**config.mk**
```make
export PLATFORM = sky130hd
export DESIGN_NAME = alu_seq
export DESIGN_NICKNAME = d
export VERILOG_FILES = /design/src/rtl/alu_pkg.sv /design/src/rtl/muldiv_iter.sv /design/src/rtl/alu_seq.sv
export SDC_FILE = /design/constraint.sdc
export NUM_CORES = 1
export LEC_CHECK = 0
export ABC_AREA = 1
export CAP_MARGIN = 10
export CORE_MARGIN = 2
export CORE_UTILIZATION = 30
export CTS_CLUSTER_DIAMETER = 120
export CTS_CLUSTER_SIZE = 10
export DETAILED_ROUTE_END_ITERATION = 12
export PLACE_DENSITY = 0.43
export SYNTH_ARGS = -nofsm -noshare
export SYNTH_HDL_FRONTEND = slang
export SYNTH_SLANG_ARGS = --single-unit
```
**constraint.sdc**
```tcl
create_clock -name i_clk -period 10.15 [get_ports i_clk]
set_input_delay 1.5225 -clock i_clk [delete_from_list [all_inputs] [get_ports i_clk]]
set_output_delay 1.5225 -clock i_clk [all_outputs]
set_load 0.03 [all_outputs]
```
**src/rtl/alu_pkg.sv**
```systemverilog
// Shared op encodings, field positions and state type for the sequenced ALU.
package alu_pkg;

  typedef enum logic [4:0] {
    OP_ADD    = 5'b00000,
    OP_SUB    = 5'b01000,
    OP_SLL    = 5'b00001,
    OP_SLT    = 5'b00010,
    OP_SLTU   = 5'b00011,
    OP_XOR    = 5'b00100,
    OP_SRL    = 5'b00101,
    OP_SRA    = 5'b01101,
    OP_OR     = 5'b00110,
    OP_AND    = 5'b00111,
    OP_LUI    = 5'b01111,
    OP_MUL    = 5'b10000,
    OP_MULH   = 5'b10001,
    OP_MULHSU = 5'b10010,
    OP_MULHU  = 5'b10011,
    OP_DIV    = 5'b10100,
    OP_DIVU   = 5'b10101,
    OP_REM    = 5'b10110,
    OP_REMU   = 5'b10111
  } alu_op_e;

  localparam int M_SEL_BIT = 4;
  localparam int F3_LSB    = 0;
  localparam int F3_MSB    = 2;

  localparam logic [2:0] F3_MUL    = 3'b000;
  localparam logic [2:0] F3_MULH   = 3'b001;
  localparam logic [2:0] F3_MULHSU = 3'b010;
  localparam logic [2:0] F3_MULHU  = 3'b011;
  localparam logic [2:0] F3_DIV    = 3'b100;
  localparam logic [2:0] F3_DIVU   = 3'b101;
  localparam logic [2:0] F3_REM    = 3'b110;
  localparam logic [2:0] F3_REMU   = 3'b111;

  typedef enum logic [1:0] {
    IDLE = 2'd0,
    ITER = 2'd1,
    FIX  = 2'd2
  } state_e;

endpackage

```
**src/rtl/muldiv_iter.sv**
```systemverilog
// Iterative 1-bit/cycle multiply (shift-add) and restoring divide on operand magnitudes,
// with sign fix-up applied to the final step's values.
module muldiv_iter
  import alu_pkg::*;
#(
  parameter int WIDTH = 32
) (
  input  logic             clk,
  input  logic             rst_n,
  input  logic             flush,
  input  logic             start,
  input  logic [2:0]       funct3,
  input  logic [WIDTH-1:0] operand_a,
  input  logic [WIDTH-1:0] operand_b,
  output logic             fix_next,
  output logic             done,
  output logic [WIDTH-1:0] result
);

  localparam int CW = $clog2(WIDTH) + 1;

  logic [WIDTH-1:0]   hi_q, lo_q, mcand_q, hi_d, lo_d, a_mag, b_mag, quo, rem;
  logic [CW-1:0]      cnt_q;
  logic [2:0]         f3_q;
  logic               qneg_q, rneg_q, a_signed, b_signed, a_neg, b_neg;
  logic [WIDTH:0]     trial, sum;
  logic [2*WIDTH-1:0] prod;

  always_comb begin
    a_signed = funct3[2] ? !funct3[0] : ((funct3 == F3_MULH) || (funct3 == F3_MULHSU));
    b_signed = funct3[2] ? !funct3[0] : (funct3 == F3_MULH);
    a_neg    = a_signed && operand_a[WIDTH-1];
    b_neg    = b_signed && operand_b[WIDTH-1];
    a_mag    = a_neg ? -operand_a : operand_a;
    b_mag    = b_neg ? -operand_b : operand_b;
  end

  // hi holds the running upper product / partial remainder, lo the multiplier / quotient
  assign trial = {hi_q, lo_q[WIDTH-1]} - {1'b0, mcand_q};
  assign sum   = {1'b0, hi_q} + ({1'b0, mcand_q} & {(WIDTH+1){lo_q[0]}});

  always_comb begin
    hi_d = hi_q;
    lo_d = lo_q;
    if (f3_q[2]) begin
      if (!trial[WIDTH]) begin
        hi_d = trial[WIDTH-1:0];
        lo_d = {lo_q[WIDTH-2:0], 1'b1};
      end else begin
        hi_d = {hi_q[WIDTH-2:0], lo_q[WIDTH-1]};
        lo_d = {lo_q[WIDTH-2:0], 1'b0};
      end
    end else begin
      hi_d = sum[WIDTH:1];
      lo_d = {sum[0], lo_q[WIDTH-1:1]};
    end
  end

  always_ff @(posedge clk or negedge rst_n) begin
    if (!rst_n) begin
      hi_q    <= '0;
      lo_q    <= '0;
      mcand_q <= '0;
      cnt_q   <= '0;
      f3_q    <= '0;
      qneg_q  <= 1'b0;
      rneg_q  <= 1'b0;
    end else if (flush) begin
      cnt_q <= '0;
    end else if (start) begin
      hi_q    <= '0;
      lo_q    <= funct3[2] ? a_mag : b_mag;
      mcand_q <= funct3[2] ? b_mag : a_mag;
      f3_q    <= funct3;
      qneg_q  <= a_neg ^ b_neg;
      rneg_q  <= a_neg;
      cnt_q   <= CW'(WIDTH);
    end else if (cnt_q != '0) begin
      hi_q  <= hi_d;
      lo_q  <= lo_d;
      cnt_q <= cnt_q - CW'(1);
    end
  end

  assign fix_next = (cnt_q == CW'(2));
  assign done     = (cnt_q == CW'(1));

  // Result is taken from the last step's next-state values so FIX needs no extra edge
  always_comb begin
    prod   = qneg_q ? -{hi_d, lo_d} : {hi_d, lo_d};
    quo    = qneg_q ? -lo_d : lo_d;
    rem    = rneg_q ? -hi_d : hi_d;
    result = prod[2*WIDTH-1:WIDTH];
    if (f3_q[2])
      result = f3_q[1] ? rem : quo;
    else if (f3_q[1:0] == 2'b00)
      result = prod[WIDTH-1:0];
  end

endmodule

```
**src/rtl/alu_seq.sv**
```systemverilog
// Handshaked ALU: single-cycle RV32I ops with registered result, iterative RV32M mul/div.
//   state | meaning
//   IDLE  | accepting requests; base ops and div special cases complete here
//   ITER  | mul/div stepping one bit per edge
//   FIX   | final step, sign fix-up, result registered
module alu_seq
  import alu_pkg::*;
#(
  parameter  int WIDTH = 32,
  localparam int SHW   = $clog2(WIDTH)
) (
  input  logic             i_clk,
  input  logic             i_rst_n,
  input  logic             i_flush,
  input  logic             i_valid,
  output logic             o_ready,
  input  logic [4:0]       i_alu_op,
  input  logic [WIDTH-1:0] i_operand_a,
  input  logic [WIDTH-1:0] i_operand_b,
  output logic             o_valid,
  input  logic             i_ready,
  output logic [WIDTH-1:0] o_alu_data
);

  localparam logic [WIDTH-1:0] MOST_NEG = {1'b1, {(WIDTH-1){1'b0}}};

  state_e           state_q, state_d;
  logic [2:0]       funct3;
  logic [SHW-1:0]   shamt;
  logic             op_m, accept, div_zero, div_ovf, special, mdu_start, mdu_fix_next, mdu_done;
  logic [WIDTH-1:0] base_res, special_res, quick_res, mdu_res;

  assign op_m      = i_alu_op[M_SEL_BIT];
  assign funct3    = i_alu_op[F3_MSB:F3_LSB];
  assign shamt     = i_operand_b[SHW-1:0];
  assign o_ready   = (state_q == IDLE) && (!o_valid || i_ready);
  assign accept    = i_valid && o_ready && !i_flush;
  assign div_zero  = (i_operand_b == '0);
  assign div_ovf   = !funct3[0] && (i_operand_a == MOST_NEG) && (i_operand_b == '1);
  assign special   = op_m && funct3[2] && (div_zero || div_ovf);
  assign mdu_start = accept && op_m && !special;
  assign quick_res = op_m ? special_res : base_res;

  always_comb begin
    base_res = '0;
    case (alu_op_e'(i_alu_op))
      OP_ADD:  base_res = i_operand_a + i_operand_b;
      OP_SUB:  base_res = i_operand_a - i_operand_b;
      OP_SLL:  base_res = i_operand_a << shamt;
      OP_SLT:  base_res = WIDTH'($signed(i_operand_a) < $signed(i_operand_b));
      OP_SLTU: base_res = WIDTH'(i_operand_a < i_operand_b);
      OP_XOR:  base_res = i_operand_a ^ i_operand_b;
      OP_SRL:  base_res = i_operand_a >> shamt;
      OP_SRA:  base_res = $signed(i_operand_a) >>> shamt;
      OP_OR:   base_res = i_operand_a | i_operand_b;
      OP_AND:  base_res = i_operand_a & i_operand_b;
      OP_LUI:  base_res = i_operand_b;
      default: base_res = '0;
    endcase
  end

  // funct3[1] separates remainder from quotient
  always_comb begin
    special_res = '0;
    if (div_zero)
      special_res = funct3[1] ? i_operand_a : '1;
    else
      special_res = funct3[1] ? '0 : i_operand_a;
  end

  muldiv_iter #(.WIDTH(WIDTH)) u_muldiv (
    .clk       (i_clk),
    .rst_n     (i_rst_n),
    .flush     (i_flush),
    .start     (mdu_start),
    .funct3    (funct3),
    .operand_a (i_operand_a),
    .operand_b (i_operand_b),
    .fix_next  (mdu_fix_next),
    .done      (mdu_done),
    .result    (mdu_res)
  );

  always_ff @(posedge i_clk or negedge i_rst_n) begin
    if (!i_rst_n) state_q <= IDLE;
    else          state_q <= state_d;
  end

  always_comb begin
    state_d = state_q;
    if (i_flush) begin
      state_d = IDLE;
    end else begin
      case (state_q)
        IDLE:    if (mdu_start) state_d = ITER;
        ITER:    if (mdu_fix_next) state_d = FIX;
        FIX:     if (mdu_done) state_d = IDLE;
        default: state_d = IDLE;
      endcase
    end
  end

  always_ff @(posedge i_clk or negedge i_rst_n) begin
    if (!i_rst_n) begin
      o_valid    <= 1'b0;
      o_alu_data <= '0;
    end else if (i_flush) begin
      o_valid <= 1'b0;
    end else if (accept && !mdu_start) begin
      o_valid    <= 1'b1;
      o_alu_data <= quick_res;
    end else if ((state_q == FIX) && mdu_done) begin
      o_valid    <= 1'b1;
      o_alu_data <= mdu_res;
    end else if (i_ready) begin
      o_valid <= 1'b0;
    end
  end

endmodule

```
* Yosys cells after proc, flatten, opt, wreduce, memory -nomap -nowiden
Index checks and enable logic that the tools add are counted.
** Storage, ports and cells
- Flip-flop bits (word level) :: 142
- Bits of input ports :: 74
- Output and inout bits :: 34
- Word-level logic and storage cells :: 125
** Operators by class
- Add/sub/neg operators :: 10
- Order comparisons :: 2
- Equal/unequal tests :: 21
- Shift-type cells :: 3
- Mux-type cells :: 39
- Bitwise gates (word level) :: 6
- Reduce and logical (&&, ||, !) cells :: 34
** Operators with widths (count)
- $mux W32 :: 22
- $pmux W32 S11 :: 1
- $neg A32 Y32 :: 4
- $eq A32 B32 Y1 const B :: 2
- $lt A32 B32 Y1 :: 2
- $mux W64 :: 1
- $neg A64 Y64 :: 1
- $add A32 B33 Y33 :: 1
- $and A32 B33 Y33 :: 1
- $sub A33 B32 Y33 :: 1
- $add A32 B32 Y32 :: 1
- $and A32 B32 Y32 :: 1
- $logic_not A32 Y1 :: 1
- $or A32 B32 Y32 :: 1
- $shl A32 B5 Y32 :: 1
- $shr A32 B5 Y32 :: 1
- $sshr A32 B5 Y32 :: 1
- $sub A32 B32 Y32 :: 1
- $xor A32 B32 Y32 :: 1
- $eq A5 B3 Y1 const B :: 4
- $mux W6 :: 3
- $eq A5 B4 Y1 const B :: 3
- $logic_and A1 B1 Y1 :: 13
- $eq A5 B2 Y1 const B :: 2
- 24 further kinds :: 45

* Logic depth before layout (Yosys ltp)
Gate-level depths: netlist of run 1.
- Depth after elaboration :: 11
- Mapped depth :: 34
- Gate-level depth less buffers :: 33

* By module
Synthesis of run 1 repeated with hierarchy kept, for this count alone.
** Second synthesis, totals
- Cells, all modules :: 5434
- Area total of the unflattened synthesis :: 28976.5 um2
** Modules (own cells, without submodules)
- muldiv_iter :: instances 1, cells an instance 2780, area an instance 15884.0 um2, sequential area each 2677.6 um2
- alu_seq :: instances 1, cells an instance 2654, area an instance 13092.6 um2, sequential area each 875.8 um2

* Worst setup path before layout of run 1
No wires, ideal clock.
- Kind :: input to register
- From :: in i_operand_b[2]
- To :: reg o_alu_data[18]
- Library setup time :: 117 ps
- Arrival time :: 4851 ps
- Required time :: 10033 ps
- Path slack :: 5182 ps
- Stages on the path :: 24
- Buffers on the path :: 5
- Path through :: clkbuf_1 -> inv_1 -> clkbuf_1 -> clkbuf_1 -> buf_1 -> ha_1 -> clkbuf_2 -> inv_1 -> nand3_1 -> nand2_1 -> a21oi_1 -> o21bai_1 -> nand3_1 -> nand2_1 -> a21oi_1 -> o21ai_0 -> a21boi_0 -> or2_2 -> nand3_1 -> o2111ai_1 -> nor2_1 -> nor2_1 -> nand2_1 -> nand2_1
** Between the ends
- Longest elaborated chain between the ends :: 10
- Elaborated cells on any way between the ends :: 20
- Classes of those cells :: add/sub: 2; eq/ne: 1; shift: 3; mux: 4; reduce/logical: 10
** Ends and longest elaborated chain
- start: declaration :: line alu_seq.sv:19 : input logic [WIDTH-1:0] i_operand_b,
- branches (longest 10 deep; another with $sub A32 B32 Y32)
- end signal: assignment :: line alu_seq.sv:111 : o_alu_data <= quick_res;
- end signal: assignment :: line alu_seq.sv:114 : o_alu_data <= mdu_res;
- end: declaration :: line alu_seq.sv:22 : output logic [WIDTH-1:0] o_alu_data
Parallel ways; which one is timed is not known.
A chain may end at the register's enable or synchronous reset.

* Worst setup path in the final report of run 1
- From :: in i_operand_b[4]
- To :: reg u_muldiv.lo_q[31]
** Between the ends
- Longest elaborated chain between the ends :: 8
- Elaborated cells on any way between the ends :: 13
- Classes of those cells :: add/sub: 1; eq/ne: 1; mux: 3; reduce/logical: 8
** Ends and longest elaborated chain
- branches (longest 8 deep; another with $neg A32 Y32)
- end signal: assignment :: line muldiv_iter.sv:72 : lo_q <= funct3[2] ? a_mag : b_mag;
- end signal: assignment :: line muldiv_iter.sv:80 : lo_q <= lo_d;
- end: declaration :: line muldiv_iter.sv:22 : logic [WIDTH-1:0] hi_q, lo_q, mcand_q, hi_d, lo_d, a_mag, b_mag, quo, rem;
Parallel ways; which one is timed is not known.

==> results.yml, run 1 <==
drt:
  via_per_inst: 5.60
  wl_um: 165000
  wl_per_cell_um: 27.3
  via_count: 33879
  postRouteAntennaNets: 0
  detail_route.first_pass.iterations: 6
  dr.first_iter.drc_count: 3588
  drc: 0
logic_synthesis:
  synth_top_cells_by_area: "nand2_1 (20%), dfrtp_1 (13%), inv_1 (9.2%)"
  ys_warn_count: 0
  synth-edff-count: 0
  synth_area_per_cell_um2: 5.54
  synth_top_area_share_pct: 19.5
  ys_types: 68
  async_flop_share_pct: 100
  synth_flop_cell: "dfrtp_1"
  synth_largest_area_cell: "nand2_1"
  ys_seq_area_share_pct: 13.1
  synth.net_count: 5136
  synthCells: 4889
  syn_area_um2: 27100
  ys_seq_elements: 142
pwr:
  power.switching_mw: 6.11
  p_int_mw: 3.23
  p_per_area_nw_per_um2: 313
  max-vdd-ir-drop_v: 0.000154
  pwr-share-comb_pct: 80.2
  seq_power_share_pct: 12.3
  clkPwrFrac_pct: 7.5
  p_leak_nw: 14.9
  switching_share_pct: 65.4
grt:
  grt_pass1_vias: 32319
  overflow: 0
  antenna_found_initial: 3
  grt_pass1_wl_um: 235000
  grt_max_degree: 90
  grt_util_all_layers_pct: 34.8
placed_design:
  gp_congestion: 1.08
  portBuffers: 107
  dp_hpwl_um: 135000
  pre_cts_ws_ns: 2.75
min_path:
  min_path_type: "flip-flop to flip-flop"
floorplan:
  die_h_um: 305
  start_util_pct: 30.2
  die_x_um: 305
  ios: 108
  core_um2: 89700
  dieArea_um2: 92700
  rows: 110
clock_network:
  post_cts_buffers: 0
  clock_latency_ns: 0.46
  cts_made_buffers: 17
  ctsHoldBuffers: 0
  post_cts_resized: 0
  h-tree-depth: 4
  cts-root-buf: "clkbuf_16"
  cts_tree: "done"
  path_clk_slew_ns: 0.07
  clockBufferDepth: 2
  clock_sinks: 142
critical_path:
  crit_family: "simple AND/OR/NAND/NOR gates"
  worstPathMaxFanout: 59
  crit_buf_inv: 6
  crit_required_ns: 10.42
  rrSetupSlack_ns: 4.41
  path_class: "input pin to flip-flop"
  cpPeakStageDelay_ns: 0.72
  cp-end-kind: "flip-flop"
  critPathSlowestCell: "nor2_1"
  start_kind: "input pin"
  crit_chain: "clkdlybuf4s50_1 > nor2_1 > inv_1 > nor4_1 > nand3_1 > o41ai_1 > nand3_1 > nand2_2 > inv_2 > buf_4 > nor2_1 > nand2_2 > buf_4 > inv_2 > a221oi_1"
  crit_arrival_ns: 7.28
sta:
  finalSetupViolations: 0
  fin_tns_setup_ns: 0
  period_needed_ns: 7.01
  hold_viol: 0
  skew_ns: 0.0141
  fmax_mhz: 143
  worst_slew_pin_slew_ns: 1.18
  post-route-period-util_pct: 69.0
  rsz0062_at_grt: "no"
  max-slew-margin-rel_pct: 21.2
  fin_ws_ns: 3.14
  maxSlewViolCount: 0
run:
  drv_cap: 0
outcome:
  status: "complete, no violations"
finish:
  final_common_cell: "nand2_1"
  fill_cells: 10344
  nets: 5105
  final_cell_mix: "nand2_1 (1,408), inv_1 (664), nor2_1 (437), o21ai_0 (420), nand3_1 (342)"
  syn2layout_area_growth_pct: 10.1
  drive_above_1_share_pct: 5.05
  final_util_pct: 33.2
[tightest hold or removal path, cell delays in order (launching register included)]
cell	delay [ns]
dfrtp_1	0.34
nand2_1	0.05
nand2_1	0.06
[per-stage QoR]
stage          hold slack [ns]  power (mW)  area, um^2  cells
6_report                 0.484        9.33       29800   6048
5_1_grt                  0.517        10.0       29800   6047
4_1_cts                  0.491        9.22       29800   6047
3_5_place_dp             0.472        8.50       29200   6015
3_3_place_gp             0.474        8.53       29200   6015
2_1_floorplan            0.476        5.73       27100   4889
[registers in the layout (all words and copies together) (netlist names)]
register / count
u_muldiv.lo_q: 32
state_q: 2
u_muldiv.rneg_q: 1
u_muldiv.qneg_q: 1
o_valid: 1
u_muldiv.hi_q: 32
u_muldiv.mcand_q: 32
u_muldiv.cnt_q: 6
o_alu_data: 32
u_muldiv.f3_q: 3
[cell usage after synthesis (all sizes together) (13+ instances only)]
cell	count
o211ai	63
o21bai	13
nand3	349
nand2	1444
o21a	21
nor2	466
xor2	100
a221oi	23
inv	684
ha	169
nand3b	13
a21oi	336
o21ai	438
o22ai	71
buf	65
nor4	14
a31oi	36
dfrtp	142
clkbuf	159
o221ai	38
or2	27
nand4	43
nor3	60
[layer usage]
metal / vias to the layer above / GRT usage (%) / part of all wire, %
li1: 16014 / - / -
met1: 15922 / 42.0 / 40
met2: 1562 / 57.1 / 45
met3: 379 / 3.81 / 6.2
met4: 2 / 26.3 / 9.0
met5: - / 0 / 0.0060
[path summary, 6_finish.rpt]
check | to | cells past startpoint | start
max | u_muldiv.lo_q[31]$_DFFE_PN0P_ | 15 | i_operand_b[4]
min | o_alu_data[24]$_DFFE_PN0P_ | 2 | o_alu_data[24]$_DFFE_PN0P_
max reg2reg | o_alu_data[22]$_DFFE_PN0P_ | 26 | u_muldiv.mcand_q[19]$_DFFE_PN0P_
min reg2reg | o_alu_data[24]$_DFFE_PN0P_ | 2 | o_alu_data[24]$_DFFE_PN0P_
max in group asynchronous | u_muldiv.qneg_q$_DFFE_PN0P_ | 2 | i_rst_n
min in group asynchronous | u_muldiv.hi_q[7]$_DFFE_PN0P_ | 1 | i_rst_n
[cell type report]
cell class	count	area, um^2	share of cell area, %
tap	1176	1470	4.93
antenna	1	2.50	0.00839
timing repair buffer	174	1560	5.21
inverter	691	2590	8.70
multi-input combinational	3832	20000	67.1
clock inverter	13	178	0.596
clock buffer	19	453	1.52
sequential	142	3560	11.9
[cells by family (layout without fill, tap and decap cells)]
logic type | count (synthesis) | after routing | share of synthesized area [%]
AOI/OAI and AO/OA | 1118 | 1118 | 24.2
xor gates and xnor gates | 110 | 110 | 3.56
adders and majority gates | 173 | 173 | 8.10
buffers and inverters | 915 | 897 | 13.2
DFF | 142 | 142 | 13.1
muxes | 7 | 7 | 0.259
other | 0 | 1 | 0
and+or+nand+nor | 2424 | 2424 | 37.6
[power by group through the flow]
stage / logic, mW / clock network (mW) / registers, mW
2_1_floorplan: 4.66 / 0 / 1.07
3_3_place_gp: 7.37 / 0 / 1.16
3_5_place_dp: 7.34 / 0 / 1.15
4_1_cts: 7.37 / 0.704 / 1.15
5_1_grt: 8.14 / 0.727 / 1.17
6_report: 7.49 / 0.695 / 1.15
Note: power is estimated with default switching activity, not from simulation.
==> run 2: changes to the inputs <==
==> constraint.sdc (replaced) <==
create_clock -name i_clk -period 7.2 [get_ports i_clk]
set_input_delay 1.08 -clock i_clk [delete_from_list [all_inputs] [get_ports i_clk]]
set_output_delay 1.08 -clock i_clk [all_outputs]
set_load 0.03 [all_outputs]
==> results.yml, run 2 (same netlist as run 1, synthesis figures left out) <==
drt:
  via_per_inst: 5.66
  postRouteAntennaNets: 0
  via_count: 34364
  drc: 0
  detail_route.first_pass.iterations: 6
  wl_um: 168000
  wl_per_cell_um: 27.6
  dr.first_iter.drc_count: 3880
critical_path:
  worstReg2RegEnd: "o_alu_data[18]$_DFFE_PN0P_"
  reg2reg_depth: 32
  cp-end-kind: "flip-flop"
  start_kind: "input pin"
  crit_required_ns: 7.59
  worstPathMaxFanout: 33
  r2r-start: "u_muldiv.lo_q[31]$_DFFE_PN0P_"
  path_class: "input pin to flip-flop"
  crit_arrival_ns: 5.92
  rrSetupSlack_ns: 1.95
sta:
  fin_tns_setup_ns: 0
  worst_slew_pin_slew_ns: 1.24
  post-route-period-util_pct: 76.7
  fmax_mhz: 181
  period_needed_ns: 5.53
  finalSetupViolations: 0
  maxSlewViolCount: 0
  max-slew-margin-rel_pct: 16.7
  skew_ns: 0.0244
  hold_viol: 0
  rsz0062_at_grt: "no"
floorplan:
  die_h_um: 305
  core_um2: 89700
  dieArea_um2: 92700
  start_util_pct: 30.2
  die_x_um: 305
  ios: 108
  rows: 110
clock_network:
  ctsHoldBuffers: 0
  clock_sinks: 142
  post_cts_buffers: 0
  cts_made_buffers: 17
  clock_latency_ns: 0.51
  path_clk_slew_ns: 0.07
  h-tree-depth: 4
  post_cts_resized: 0
  clockBufferDepth: 2
  cts-root-buf: "clkbuf_16"
  cts_tree: "done"
grt:
  grt_pass1_vias: 32371
  antenna_found_initial: 3
  overflow: 0
  grt_util_all_layers_pct: 35.1
  grt_pass1_wl_um: 236000
  grt_max_degree: 81
placed_design:
  portBuffers: 107
  gp_congestion: 1.08
  dp_cells: 6037
  dp_hpwl_um: 137000
outcome:
  status: "complete, no violations"
min_path:
  min_path_type: "flip-flop to flip-flop"
  whs_path_depth: 2
  whs_endpoint: "o_alu_data[23]$_DFFE_PN0P_"
  hp-start: "o_alu_data[23]$_DFFE_PN0P_"
finish:
  final_common_cell: "nand2_1"
  fill_cells: 10446
  nets: 5127
  final_cell_mix: "nand2_1 (1,408), inv_1 (664), nor2_1 (435), o21ai_0 (420), nand3_1 (342)"
  seqCellArea_um2: 3560
  final-instance-count-excl-fill: 6071
  drive_above_1_share_pct: 5.50
  syn2layout_area_growth_pct: 10.6
  multi_input_area_um2: 20000
pwr:
  max-vdd-ir-drop_v: 0.000230
  p_leak_nw: 14.9
  p_per_area_nw_per_um2: 435
run:
  drv_cap: 0
run 2: cell types whose count changed in the layout (fill, tap and decap cells not counted), sizes merged:
cell,before,now
diode,1,2
bufinv,3,1
clkinvlp,4,2
clkinv,5,9
buf,72,94
clkbuf,19,17
inv,692,694
run 2: worst max path at each step:
stage | cells after the start | endpoint | startpoint
4_1_cts | 22 | o_alu_data[18]$_DFFE_PN0P_ | i_operand_b[3]
6_report | 23 | o_alu_data[18]$_DFFE_PN0P_ | i_operand_b[3]
2_1_floorplan | 24 | o_alu_data[18]$_DFFE_PN0P_ | i_operand_b[2]
5_1_grt | 22 | o_alu_data[18]$_DFFE_PN0P_ | i_operand_b[3]
3_3_place_gp | 22 | o_alu_data[18]$_DFFE_PN0P_ | i_operand_b[3]
3_5_place_dp | 22 | o_alu_data[18]$_DFFE_PN0P_ | i_operand_b[3]
run 2: area by class of cell:
class	count	area share, %
Multi-Input combinational cell	3832	66.8
Sequential cell	142	11.9
Inverter	691	8.65
Timing Repair Buffer	196	5.78
Tap cell	1176	4.91
Clock buffer	17	1.42
Clock inverter	15	0.568
Antenna cell	2	0.0167
run 2: per-layer routing:
metal / wire length, um / share of wire [%] / vias to the layer above / track usage, %
met5: 27 / 0.016 / - / 0
met4: 15100 / 9.0 / 4 / 27.0
met3: 10000 / 6.0 / 424 / 4.13
met2: 75800 / 45 / 1580 / 57.4
met1: 66600 / 40 / 16320 / 41.9
li1: - / - / 16036 / -
run 2: where the power goes:
part / internal, mW / switching [mW]
Combinational: 2.86 / 7.62
Clock: 0.493 / 0.479
Sequential: 1.15 / 0.442
run 2: worst max-delay path: stages:
cell and delay (ns):
clkdlybuf4s50_1 0.50, buf_4 0.38, inv_1 0.08, buf_4 0.26, ha_1 0.44, nand3_1 0.15
nand2_1 0.09, nand2_1 0.08, nand2_1 0.08, a21oi_1 0.10, o21ai_0 0.76, a21oi_1 0.18
inv_1 0.16, nand2_1 0.06, nand2_1 0.12, a21boi_0 0.17, or2_2 0.31, nand3_1 0.14
o2111ai_1 0.16, nor2_1 0.28, nor2_1 0.12, nand2_1 0.10, nand2_1 0.06
run 2: metrics by stage:
| step | setup slack (ns) | total power [mW] | hold slack, ns | cell area [um^2] | utilization [%] |
|---|---|---|---|---|---|
| 2_1_floorplan | 2.67 | 8.08 | 0.476 | 27100 | - |
| 3_3_place_gp | 1.13 | 11.9 | 0.465 | 29400 | 32.7 |
| 3_5_place_dp | 1.17 | 11.9 | 0.469 | 29400 | 32.7 |
| 4_1_cts | 1.70 | 12.9 | 0.489 | 30000 | 33.4 |
| 5_1_grt | 1.29 | 14.0 | 0.510 | 30000 | 33.4 |
| 6_report | 1.67 | 13.0 | 0.483 | 30000 | 33.4 |
